===== src/rtl/anim_pkg.sv =====
// Shared encodings for the LED animation controller: FSM states, IR remote
// command bytes and pattern codes.
package anim_pkg;

  typedef enum logic [1:0] {
    STOP  = 2'd0,
    RUN   = 2'd1,
    PAUSE = 2'd2
  } anim_state_t;

  localparam logic [7:0] IR_UP   = 8'h1B;
  localparam logic [7:0] IR_DOWN = 8'h1F;
  localparam logic [7:0] IR_PLAY = 8'h16;

  localparam logic [1:0] PAT_OFF = 2'd0;
  localparam logic [1:0] PAT_1   = 2'd1;
  localparam logic [1:0] PAT_2   = 2'd2;
  localparam logic [1:0] PAT_3   = 2'd3;

  // sw1 has the highest priority, sw3 the lowest
  function automatic logic [1:0] encode_pattern(input logic s1, input logic s2,
                                                input logic s3);
    logic [1:0] p;
    p = PAT_OFF;
    if (s1)      p = PAT_1;
    else if (s2) p = PAT_2;
    else if (s3) p = PAT_3;
    return p;
  endfunction

endpackage


===== src/rtl/btn_debounce.sv =====
// Active-low pushbutton conditioner: 2-FF synchronizer, stability-window
// debouncer and a one-cycle registered press event on the debounced 1->0 edge.
module btn_debounce #(
  parameter int DB_CYCLES = 500_000
) (
  input  logic clk,
  input  logic reset,
  input  logic btn,
  output logic press
);

  localparam int CW = (DB_CYCLES > 1) ? $clog2(DB_CYCLES) : 1;

  logic          sync1;
  logic          sync2;
  logic          level;
  logic          level_d;
  logic [CW-1:0] stable_cnt;

  // Synchronizer idles at the released (high) level
  always_ff @(posedge clk or posedge reset) begin
    if (reset) begin
      sync1 <= 1'b1;
      sync2 <= 1'b1;
    end else begin
      sync1 <= btn;
      sync2 <= sync1;
    end
  end

  // Level flips on the DB_CYCLES-th consecutive sample that differs from it;
  // any sample that agrees with the current level restarts the window
  always_ff @(posedge clk or posedge reset) begin
    if (reset) begin
      level      <= 1'b1;
      stable_cnt <= '0;
    end else if (sync2 == level) begin
      stable_cnt <= '0;
    end else if (stable_cnt == CW'(DB_CYCLES - 1)) begin
      level      <= sync2;
      stable_cnt <= '0;
    end else begin
      stable_cnt <= stable_cnt + 1'b1;
    end
  end

  always_ff @(posedge clk or posedge reset) begin
    if (reset) begin
      level_d <= 1'b1;
      press   <= 1'b0;
    end else begin
      level_d <= level;
      press   <= level_d & ~level;
    end
  end

endmodule


===== src/rtl/anim_ctrl.sv =====
// LED animation sequencer: speed arbitration between buttons and IR remote,
// pattern selection from the mode switches, and the run/pause/stop step timer.
module anim_ctrl #(
  parameter int BASE_PERIOD = 5_000_000,
  parameter int SPEED_MAX   = 7,
  parameter int DB_CYCLES   = 500_000
) (
  input  logic       clk,
  input  logic       reset,
  input  logic       up,
  input  logic       down,
  input  logic       sw1,
  input  logic       sw2,
  input  logic       sw3,
  input  logic       ir_valid,
  input  logic [7:0] ir_code,
  output logic       step,
  output logic       restart,
  output logic [1:0] pattern,
  output logic [3:0] speed,
  output logic [1:0] state
);

  import anim_pkg::*;

  localparam logic [3:0]  SPEED_TOP = 4'(SPEED_MAX);
  localparam logic [31:0] BASE      = 32'(BASE_PERIOD);

  logic        up_press;
  logic        down_press;
  logic [2:0]  sw_s1;
  logic [2:0]  sw_s2;
  logic [1:0]  enc;
  logic        ir_up;
  logic        ir_down;
  logic        ir_play;
  logic        up_req;
  logic        down_req;

  anim_state_t cur_state;
  anim_state_t state_next;
  logic [1:0]  pattern_q;
  logic [1:0]  pattern_next;
  logic        restart_q;
  logic        restart_next;
  logic        step_q;
  logic        step_next;
  logic [3:0]  speed_q;
  logic [31:0] cnt;
  logic [31:0] cnt_next;
  logic [31:0] shifted;
  logic [31:0] period_m1;

  btn_debounce #(.DB_CYCLES(DB_CYCLES)) u_db_up (
    .clk   (clk),
    .reset (reset),
    .btn   (up),
    .press (up_press)
  );

  btn_debounce #(.DB_CYCLES(DB_CYCLES)) u_db_down (
    .clk   (clk),
    .reset (reset),
    .btn   (down),
    .press (down_press)
  );

  // Mode switches are level inputs, so they are only synchronized
  always_ff @(posedge clk or posedge reset) begin
    if (reset) begin
      sw_s1 <= '0;
      sw_s2 <= '0;
    end else begin
      sw_s1 <= {sw3, sw2, sw1};
      sw_s2 <= sw_s1;
    end
  end

  assign enc     = encode_pattern(sw_s2[0], sw_s2[1], sw_s2[2]);
  assign ir_up   = ir_valid && (ir_code == IR_UP);
  assign ir_down = ir_valid && (ir_code == IR_DOWN);
  assign ir_play = ir_valid && (ir_code == IR_PLAY);

  // Button and IR requests for the same direction merge into a single step
  assign up_req   = up_press | ir_up;
  assign down_req = down_press | ir_down;

  always_ff @(posedge clk or posedge reset) begin
    if (reset) begin
      speed_q <= '0;
    end else if (up_req && !down_req && (speed_q != SPEED_TOP)) begin
      speed_q <= speed_q + 4'd1;
    end else if (down_req && !up_req && (speed_q != 4'd0)) begin
      speed_q <= speed_q - 4'd1;
    end
  end

  assign shifted   = BASE >> speed_q;
  assign period_m1 = (shifted > 32'd1) ? (shifted - 32'd1) : 32'd0;

  // Next-state, pattern and restart; a zero pattern overrides IR_PLAY
  always_comb begin
    state_next   = cur_state;
    pattern_next = pattern_q;
    restart_next = 1'b0;
    case (cur_state)
      STOP: begin
        if (enc != PAT_OFF) begin
          state_next   = RUN;
          pattern_next = enc;
          restart_next = 1'b1;
        end
      end
      RUN, PAUSE: begin
        if (enc == PAT_OFF) begin
          state_next   = STOP;
          pattern_next = PAT_OFF;
        end else begin
          if (enc != pattern_q) begin
            pattern_next = enc;
            restart_next = 1'b1;
          end
          if (ir_play) state_next = (cur_state == RUN) ? PAUSE : RUN;
        end
      end
      default: begin
        state_next   = STOP;
        pattern_next = PAT_OFF;
      end
    endcase
  end

  // Counter follows the state being entered, so step can only appear in RUN
  always_comb begin
    cnt_next  = cnt;
    step_next = 1'b0;
    if ((state_next == STOP) || restart_next) begin
      cnt_next = '0;
    end else if (state_next == RUN) begin
      if (cnt >= period_m1) begin
        step_next = 1'b1;
        cnt_next  = '0;
      end else begin
        cnt_next = cnt + 32'd1;
      end
    end
  end

  always_ff @(posedge clk or posedge reset) begin
    if (reset) begin
      cur_state <= STOP;
      pattern_q <= PAT_OFF;
      restart_q <= 1'b0;
      step_q    <= 1'b0;
      cnt       <= '0;
    end else begin
      cur_state <= state_next;
      pattern_q <= pattern_next;
      restart_q <= restart_next;
      step_q    <= step_next;
      cnt       <= cnt_next;
    end
  end

  assign step    = step_q;
  assign restart = restart_q;
  assign pattern = pattern_q;
  assign speed   = speed_q;
  assign state   = cur_state;

endmodule


===== config.mk =====
export PLATFORM = sky130hd
export DESIGN_NAME = anim_ctrl
export DESIGN_NICKNAME = d
export VERILOG_FILES = /design/src/rtl/anim_pkg.sv /design/src/rtl/btn_debounce.sv /design/src/rtl/anim_ctrl.sv
export SDC_FILE = /design/constraint.sdc
export NUM_CORES = 1
export LEC_CHECK = 0
export BUFFER_PORTS_ARGS = -buffer_cell sky130_fd_sc_hd__buf_2
export CORE_MARGIN = 2
export CORE_UTILIZATION = 50
export DETAILED_ROUTE_END_ITERATION = 8
export PLACE_DENSITY = 0.7
export SYNTH_ARGS = -nofsm -noshare
export SYNTH_HDL_FRONTEND = slang
export SYNTH_SLANG_ARGS = --single-unit

===== constraint.sdc =====
create_clock -name clk -period 7 [get_ports clk]
set_input_delay 0.35 -clock clk [delete_from_list [all_inputs] [get_ports clk]]
set_output_delay 0.35 -clock clk [all_outputs]
set_load 0.05 [all_outputs]

==> results_dict.tcl, run 1 <==
set metrics [dict create \
    status "finished clean" \
    layout_commonest_cell "nor2_1" \
    p_clk_share_pct 27.2 \
    drtAntennaViolNets 0 \
    grt_max_degree 63 \
    drt_iter0_markers 301 \
    sw_frac_of_total_pct 38.3 \
    synth_area_um2 6260 \
    drt_wl_total_mm 13.7 \
    cts.clk_slew.worst_paths_ps 70 \
    drtPass1Iterations 5 \
    vias 5105 \
    port_buffers 25 \
    worst_skew_pair.late_latency_ps 350 \
    synth-main-ff-cell "dfrtp_1" \
    max_freq_ghz 0.185 \
    crit_required_ps 7280 \
    rsz0062_at_grt "false" \
    wl_per_cell_um 15.5 \
    ys_ff_latch 96 \
    synthTopCellsByArea "dfrtp_1, ha_1, nor2_1, nand2_1, dfstp_2" \
    start_util_pct 51.7 \
    power.density_nw_per_um2 252 \
    ir_worst_vdd_uv 235 \
    core_um2 12100 \
    grt_usage_pct 21.7 \
    internal_power_uw 1070 \
    max-slew-margin-rel_pct 45.7 \
    cts.sinks 96 \
    seqPwrFrac_pct 36.0 \
    multiInputGateArea_um2 3740 \
    r2r_cells 18 \
    finalSetupTns_ps 0 \
    dieArea_um2 13400 \
    setup_viol 0 \
    globalplace.congestion 0.910 \
    antenna_found_initial 0 \
    area_delta_synth_final_pct 9.79 \
    cts_buffers 9 \
    tightest_slew_ps 814 \
    path_class "flop to flop" \
    cts_setup_buffers 0 \
    pwr-share-comb_pct 36.8 \
    crit_path_end_kind "flop" \
    fin_crit_sh_pct 77.2 \
    fin_util_pct 56.8 \
    r2r_slack_ps 1590 \
    slew_violations 0 \
    dp_hpwl_mm 9.91 \
    viasPerCell 5.76 \
    leakage_uw 0.00312 \
    yosys_warnings 0 \
    syn_inst 689 \
    yosysTopAreaCell "dfrtp_1" \
    pin_count 26 \
    cts_resized 0 \
    cts_tree "yes" \
    die_x_um 116 \
    crit_path_max_fanout 11 \
    grt_pass1_wl_mm 23.3 \
    clk_path_buf_depth 2 \
    avgSynthCellArea_um2 9.09 \
    hold_path_class "input port to async pin" \
    synth_top_area_share_pct 35.2 \
    clock_skew_ps 5.81 \
    postCtsHoldBufs 0 \
    die_h_um 116 \
    layout.nets 780 \
    overflow 0 \
    grt_pass1_vias 4986 \
    worstSetupStartpointType "flop" \
    h-tree-depth 3 \
    ys_seq_area_share_pct 38.5 \
    critPathArrivalTime_ps 5690 \
    antenna_cells 0 \
    drive_above_1_share_pct 10.7 \
    switching_power_uw 663 \
    root_buffer "clkbuf_16" \
    drc 0 \
    synth.distinct_cells 62 \
    synth-edff-count 0 \
    hold_viol_final 0 \
    synthArstFlopShare_pct 100 \
    fill_cells 1090 \
    rows 40 \
    period_minus_slack_ps 5410 \
    maxCapViolCount 0 \
    ff_latch_area_um2 2410 \
    final_cell_mix "nor2_1, dfrtp_1, nand2_1" \
]
==> final cells by class <==
type,instances,share of cell area (%)
Tap cell,168,3.06
Sequential cell,96,35.1
Clock buffer,11,3.53
Multi-Input combinational cell,560,54.4
Inverter,17,0.964
Clock inverter,5,0.600
Timing Repair Buffer,30,2.36
==> cells by family (layout without fill, tap and decap cells) <==
group | Yosys count | count (layout) | synth area share [%]
other cells | 1 | 9 | 0.0599
buf+inv | 41 | 63 | 2.54
flops | 96 | 96 | 38.5
simple gates | 317 | 317 | 25.7
mux | 13 | 13 | 2.56
compound gates | 126 | 126 | 14.2
fa+ha+maj | 50 | 50 | 10.1
xor+xnor | 45 | 45 | 6.29
==> flip-flops by register name (all words and copies together) (netlist names) <==
signal and cells:
cnt 32, u_db_down.stable_cnt 19, u_db_up.stable_cnt 19, speed 4, sw_s1 3, sw_s2 3
pattern 2, state 2, restart 1, step 1, u_db_down.level 1, u_db_down.level_d 1
u_db_down.press 1, u_db_down.sync1 1, u_db_down.sync2 1, u_db_up.level 1, u_db_up.level_d 1, u_db_up.press 1
u_db_up.sync1 1, u_db_up.sync2 1
==> worst max-delay path, stage by stage, from the launching register on <==
cell and delay, ps:
dfrtp_1 570, inv_1 210, ha_1 390, o21bai_1 190, a21boi_0 140, nor2_1 130, ha_1 190, o311ai_0 200
or4_1 610, a21oi_1 180, nor2b_1 180, xnor2_1 130, ha_1 240, and4_1 200, a221oi_1 280, o221ai_1 270
or3_1 580, or4_1 550, nand3_1 90
==> through the flow <==
step | hold slack, ps | instances | setup slack (ps) | cell area (um2) | power [uW]
after floorplan | 331 | 697 | 1530 | 6290 | 1120
final | 3.02 | 887 | 1590 | 6880 | 1730
after global routing | 48.8 | 887 | 1200 | 6880 | 1840
after detailed placement | 339 | 871 | 1640 | 6590 | 1270
after global placement | 341 | 871 | 1870 | 6590 | 1250
after CTS | 12.9 | 887 | 1630 | 6880 | 1750
==> power groups by stage <==
stage                     logic (uW)  clock network (uW)  registers, uW
after CTS                        640                 485            622
after global routing             711                 501            628
final                            637                 471            623
after detailed placement         637                   0            633
after global placement           619                   0            630
after floorplan                  446                   0            675
==> cells in the mapped netlist (3+ instances only) <==
| cell type | count |
|---|---|
| a211oi_1 | 7 |
| a21boi_0 | 3 |
| a21o_1 | 14 |
| a21oi_1 | 32 |
| a221o_1 | 10 |
| a22o_1 | 8 |
| a31oi_1 | 5 |
| and3_1 | 22 |
| and4_1 | 8 |
| buf_2 | 4 |
| clkbuf_1 | 19 |
| dfrtp_1 | 88 |
| dfstp_2 | 8 |
| ha_1 | 49 |
| inv_1 | 17 |
| mux2_2 | 4 |
| mux2i_1 | 7 |
| nand2_1 | 62 |
| nand2b_1 | 13 |
| nand3_1 | 40 |
| nand3b_1 | 5 |
| nand4_1 | 16 |
| nor2_1 | 95 |
| nor2b_1 | 9 |
| nor3_1 | 12 |
| nor4_1 | 4 |
| o211ai_1 | 3 |
| o21ai_0 | 17 |
| o21bai_1 | 3 |
| o221ai_1 | 5 |
| o311ai_0 | 7 |
| or2_2 | 9 |
| or3_1 | 6 |
| or4_1 | 3 |
| xnor2_1 | 23 |
| xor2_1 | 22 |
==> worst paths after layout <==
| path | start | endpoint |
|---|---|---|
| worst max register to register | speed[0]$_DFFE_PP0P_ | cnt[19]$_DFFE_PP0P_ |
| min in group clk | down | u_db_down.sync1$_DFF_PP1_ |
| worst max-delay path | speed[0]$_DFFE_PP0P_ | cnt[19]$_DFFE_PP0P_ |
| max in group asynchronous | reset | cnt[4]$_DFFE_PP0P_ |
| worst min register to register | sw_s1[0]$_DFF_PP0_ | sw_s2[0]$_DFF_PP0_ |
| worst min-delay path | reset | u_db_down.stable_cnt[10]$_DFF_PP0_ |
==> per-layer routing <==
layer | share of wire, % | global-route usage (%)
met5 | 0 | 0
met4 | 1.7 | 7.70
met3 | 2.8 | 3.77
met2 | 49 | 36.7
met1 | 46 | 28.2
Power figures use the tool's default switching activity.
==> inputs of run 2 (changes only) <==
==> constraint.sdc (replaced) <==
create_clock -name clk -period 5 [get_ports clk]
set_input_delay 0.25 -clock clk [delete_from_list [all_inputs] [get_ports clk]]
set_output_delay 0.25 -clock clk [all_outputs]
set_load 0.05 [all_outputs]
==> run 2 against run 1 <==
Sequential cell count unchanged. Die area is the same. Via count up 1.8%. Fmax rose by 14%. Critical path type unchanged. Total power grew 45%. Register-to-register slack lost 1400 ps. Critical endpoint unchanged. Non-clock buffer count is 15 higher. Clock power is 46% higher. Critical path depth stayed put. Setup slack worse by 1400 ps. Combinational power rose by 49%. Global-route usage about the same.
==> results_dict.tcl, run 2 (synthesis gave the netlist of run 1 again) <==
set metrics [dict create \
    fin_util_pct 58.3 \
    overflow 0 \
    hold_path_class "input port to flop" \
    rr_endpoint "cnt[19]$_DFFE_PP0P_" \
    top_regs "cnt: 32 flops, u_db_down.stable_cnt: 19 flops, u_db_up.stable_cnt: 19 flops" \
    r2r-start "speed[1]$_DFFE_PP0P_" \
    power.density_nw_per_um2 356 \
    path_class "flop to flop" \
    grt_pass1_wl_mm 23.2 \
    crit_path_max_fanout 9 \
    vias 5198 \
    rows 40 \
    hold_viol_final 0 \
    dp_hpwl_mm 9.79 \
    pin_count 26 \
    drtAntennaViolNets 0 \
    root_buffer "clkbuf_16" \
    tightest_slew_ps 744 \
    setup_viol 0 \
    critPathArrivalTime_ps 5060 \
    clock_skew_ps 10.6 \
    cts_buffers 9 \
    largest_register_ffs 32 \
    status "finished clean" \
    path_buf_inv 2 \
    die_h_um 116 \
    crit_cells 18 \
    drtPass1Iterations 5 \
    slowest_delay_ps 600 \
    slew_violations 0 \
    maxCapViolCount 0 \
    startpoint "speed[1]$_DFFE_PP0P_" \
    final_cell_mix "nor2_1, dfrtp_1, nand2_1" \
    crit_end "cnt[19]$_DFFE_PP0P_" \
    drive_above_1_share_pct 12.8 \
    globalplace.congestion 0.880 \
    cts.clk_slew.worst_paths_ps 70 \
    fill_cells 1092 \
    layout.nets 795 \
    r2r_slack_ps 240 \
    viasPerCell 5.76 \
    ir_worst_vdd_uv 319 \
    antenna_found_initial 0 \
    cp_slowest_cell "or4_1" \
    ff_latch_area_um2 2420 \
    regMostFlops "cnt" \
    port_buffers 25 \
    drt_iter0_markers 343 \
    grt_max_degree 60 \
    r2r_cells 18 \
    start_util_pct 51.7 \
    wl_per_cell_um 15.1 \
    drc 0 \
    layout_commonest_cell "nor2_1" \
    worstHoldStart "ir_code[6]" \
    cts_tree "yes" \
    cts.sinks 96 \
    fin_crit_sh_pct 95.3 \
    dieArea_um2 13400 \
    max_freq_ghz 0.210 \
    max-slew-margin-rel_pct 50.4 \
    cpMostUsedCell "ha_1" \
    h-tree-depth 3 \
    clk_path_buf_depth 2 \
    multiInputGateArea_um2 3760 \
    cp_top_family "simple AND/OR/NAND/NOR gates" \
    worstSetupStartpointType "flop" \
    core_um2 12100 \
    area_delta_synth_final_pct 12.6 \
    die_x_um 116 \
    leakage_uw 0.00320 \
    worst_skew_pair.late_latency_ps 350 \
    grt_usage_pct 21.7 \
    crit_required_ps 5290 \
    crit_chain "buf_4 > ha_1 > buf_4 > o221ai_1 > ha_1 > o311ai_1 > or4_1 > a21oi_2 > nor2b_1 > xnor2_1 > ha_1 > and4_1 > nor3b_1 > a31oi_1 > o221ai_2 > or3_1 > or4_1 > nand3_1" \
    period_minus_slack_ps 4760 \
    drt_wl_total_mm 13.6 \
    antenna_cells 0 \
    whs_ps 353 \
    crit_path_end_kind "flop" \
    grt_pass1_vias 4845 \
]
==> run 2: timing repair <==
| action | in CTS | in global routing |
|---|---|---|
| resized for setup | 0 | 7 |
| setup endpoints to repair | 0 | 30 |
| setup buffers | 0 | 4 |
| hold endpoints to repair | 37 | 0 |
| hold buffers | 6 | 0 |
==> run 2: worst register-to-register path, cell delays in order, from the launching register on <==
cell      delay (ps)
dfrtp_2          460
buf_4            160
ha_1             240
buf_4            180
o221ai_1         210
ha_1             230
o311ai_1         150
or4_1            600
a21oi_2          170
nor2b_1          170
xnor2_1          140
ha_1             250
and4_1           210
nor3b_1          140
a31oi_1          200
o221ai_2         170
or3_1            420
or4_1            510
nand3_1           90
==> run 2: per-stage QoR <==
step | cell area [um2] | setup WS (ps) | cells | TNS, ps | total power (uW)
2_1_floorplan | 6310 | 10.8 | 697 | 0 | 1570
3_3_place_gp | 6650 | 268 | 876 | 0 | 1790
3_5_place_dp | 6650 | 94.6 | 876 | 0 | 1810
4_1_cts | 7010 | 34.8 | 898 | 0 | 2520
5_1_grt | 7060 | -3.56 | 902 | -3.56 | 2670
6_report | 7060 | 236 | 902 | 0 | 2510
==> run 2: where the power goes <==
part | leakage, uW | total, uW | internal (uW) | switching, uW
Clock | 0.000144 | 689 | 363 | 325
Combinational | 0.00178 | 951 | 371 | 580
Sequential | 0.00127 | 870 | 814 | 55.5
==> run 2: area by class of cell <==
class,count,area share [%]
clock inverter,6,0.869
timing repair buffer,45,4.29
inverter,17,0.940
multi-input combinational,560,53.3
sequential,96,34.3
clock buffer,10,3.39
tap,168,2.98
==> run 2: routing by layer <==
metal / vias up / GRT usage [%] / wire length, um
met5: - / 0 / 0
met4: 0 / 5.63 / 148
met3: 12 / 3.87 / 571
met2: 126 / 37.4 / 6850
met1: 2508 / 28.3 / 6060
li1: 2552 / - / -
==> run 2: how the worst min path moves through the flow <==
stage,cells past startpoint,to
2_1_floorplan,0,u_db_down.sync1$_DFF_PP1_
3_3_place_gp,2,u_db_down.stable_cnt[8]$_DFF_PP0_
3_5_place_dp,2,u_db_down.stable_cnt[8]$_DFF_PP0_
4_1_cts,0,u_db_down.sync2$_DFF_PP1_
5_1_grt,0,u_db_down.sync2$_DFF_PP1_
6_report,4,state[0]$_DFF_PP0_
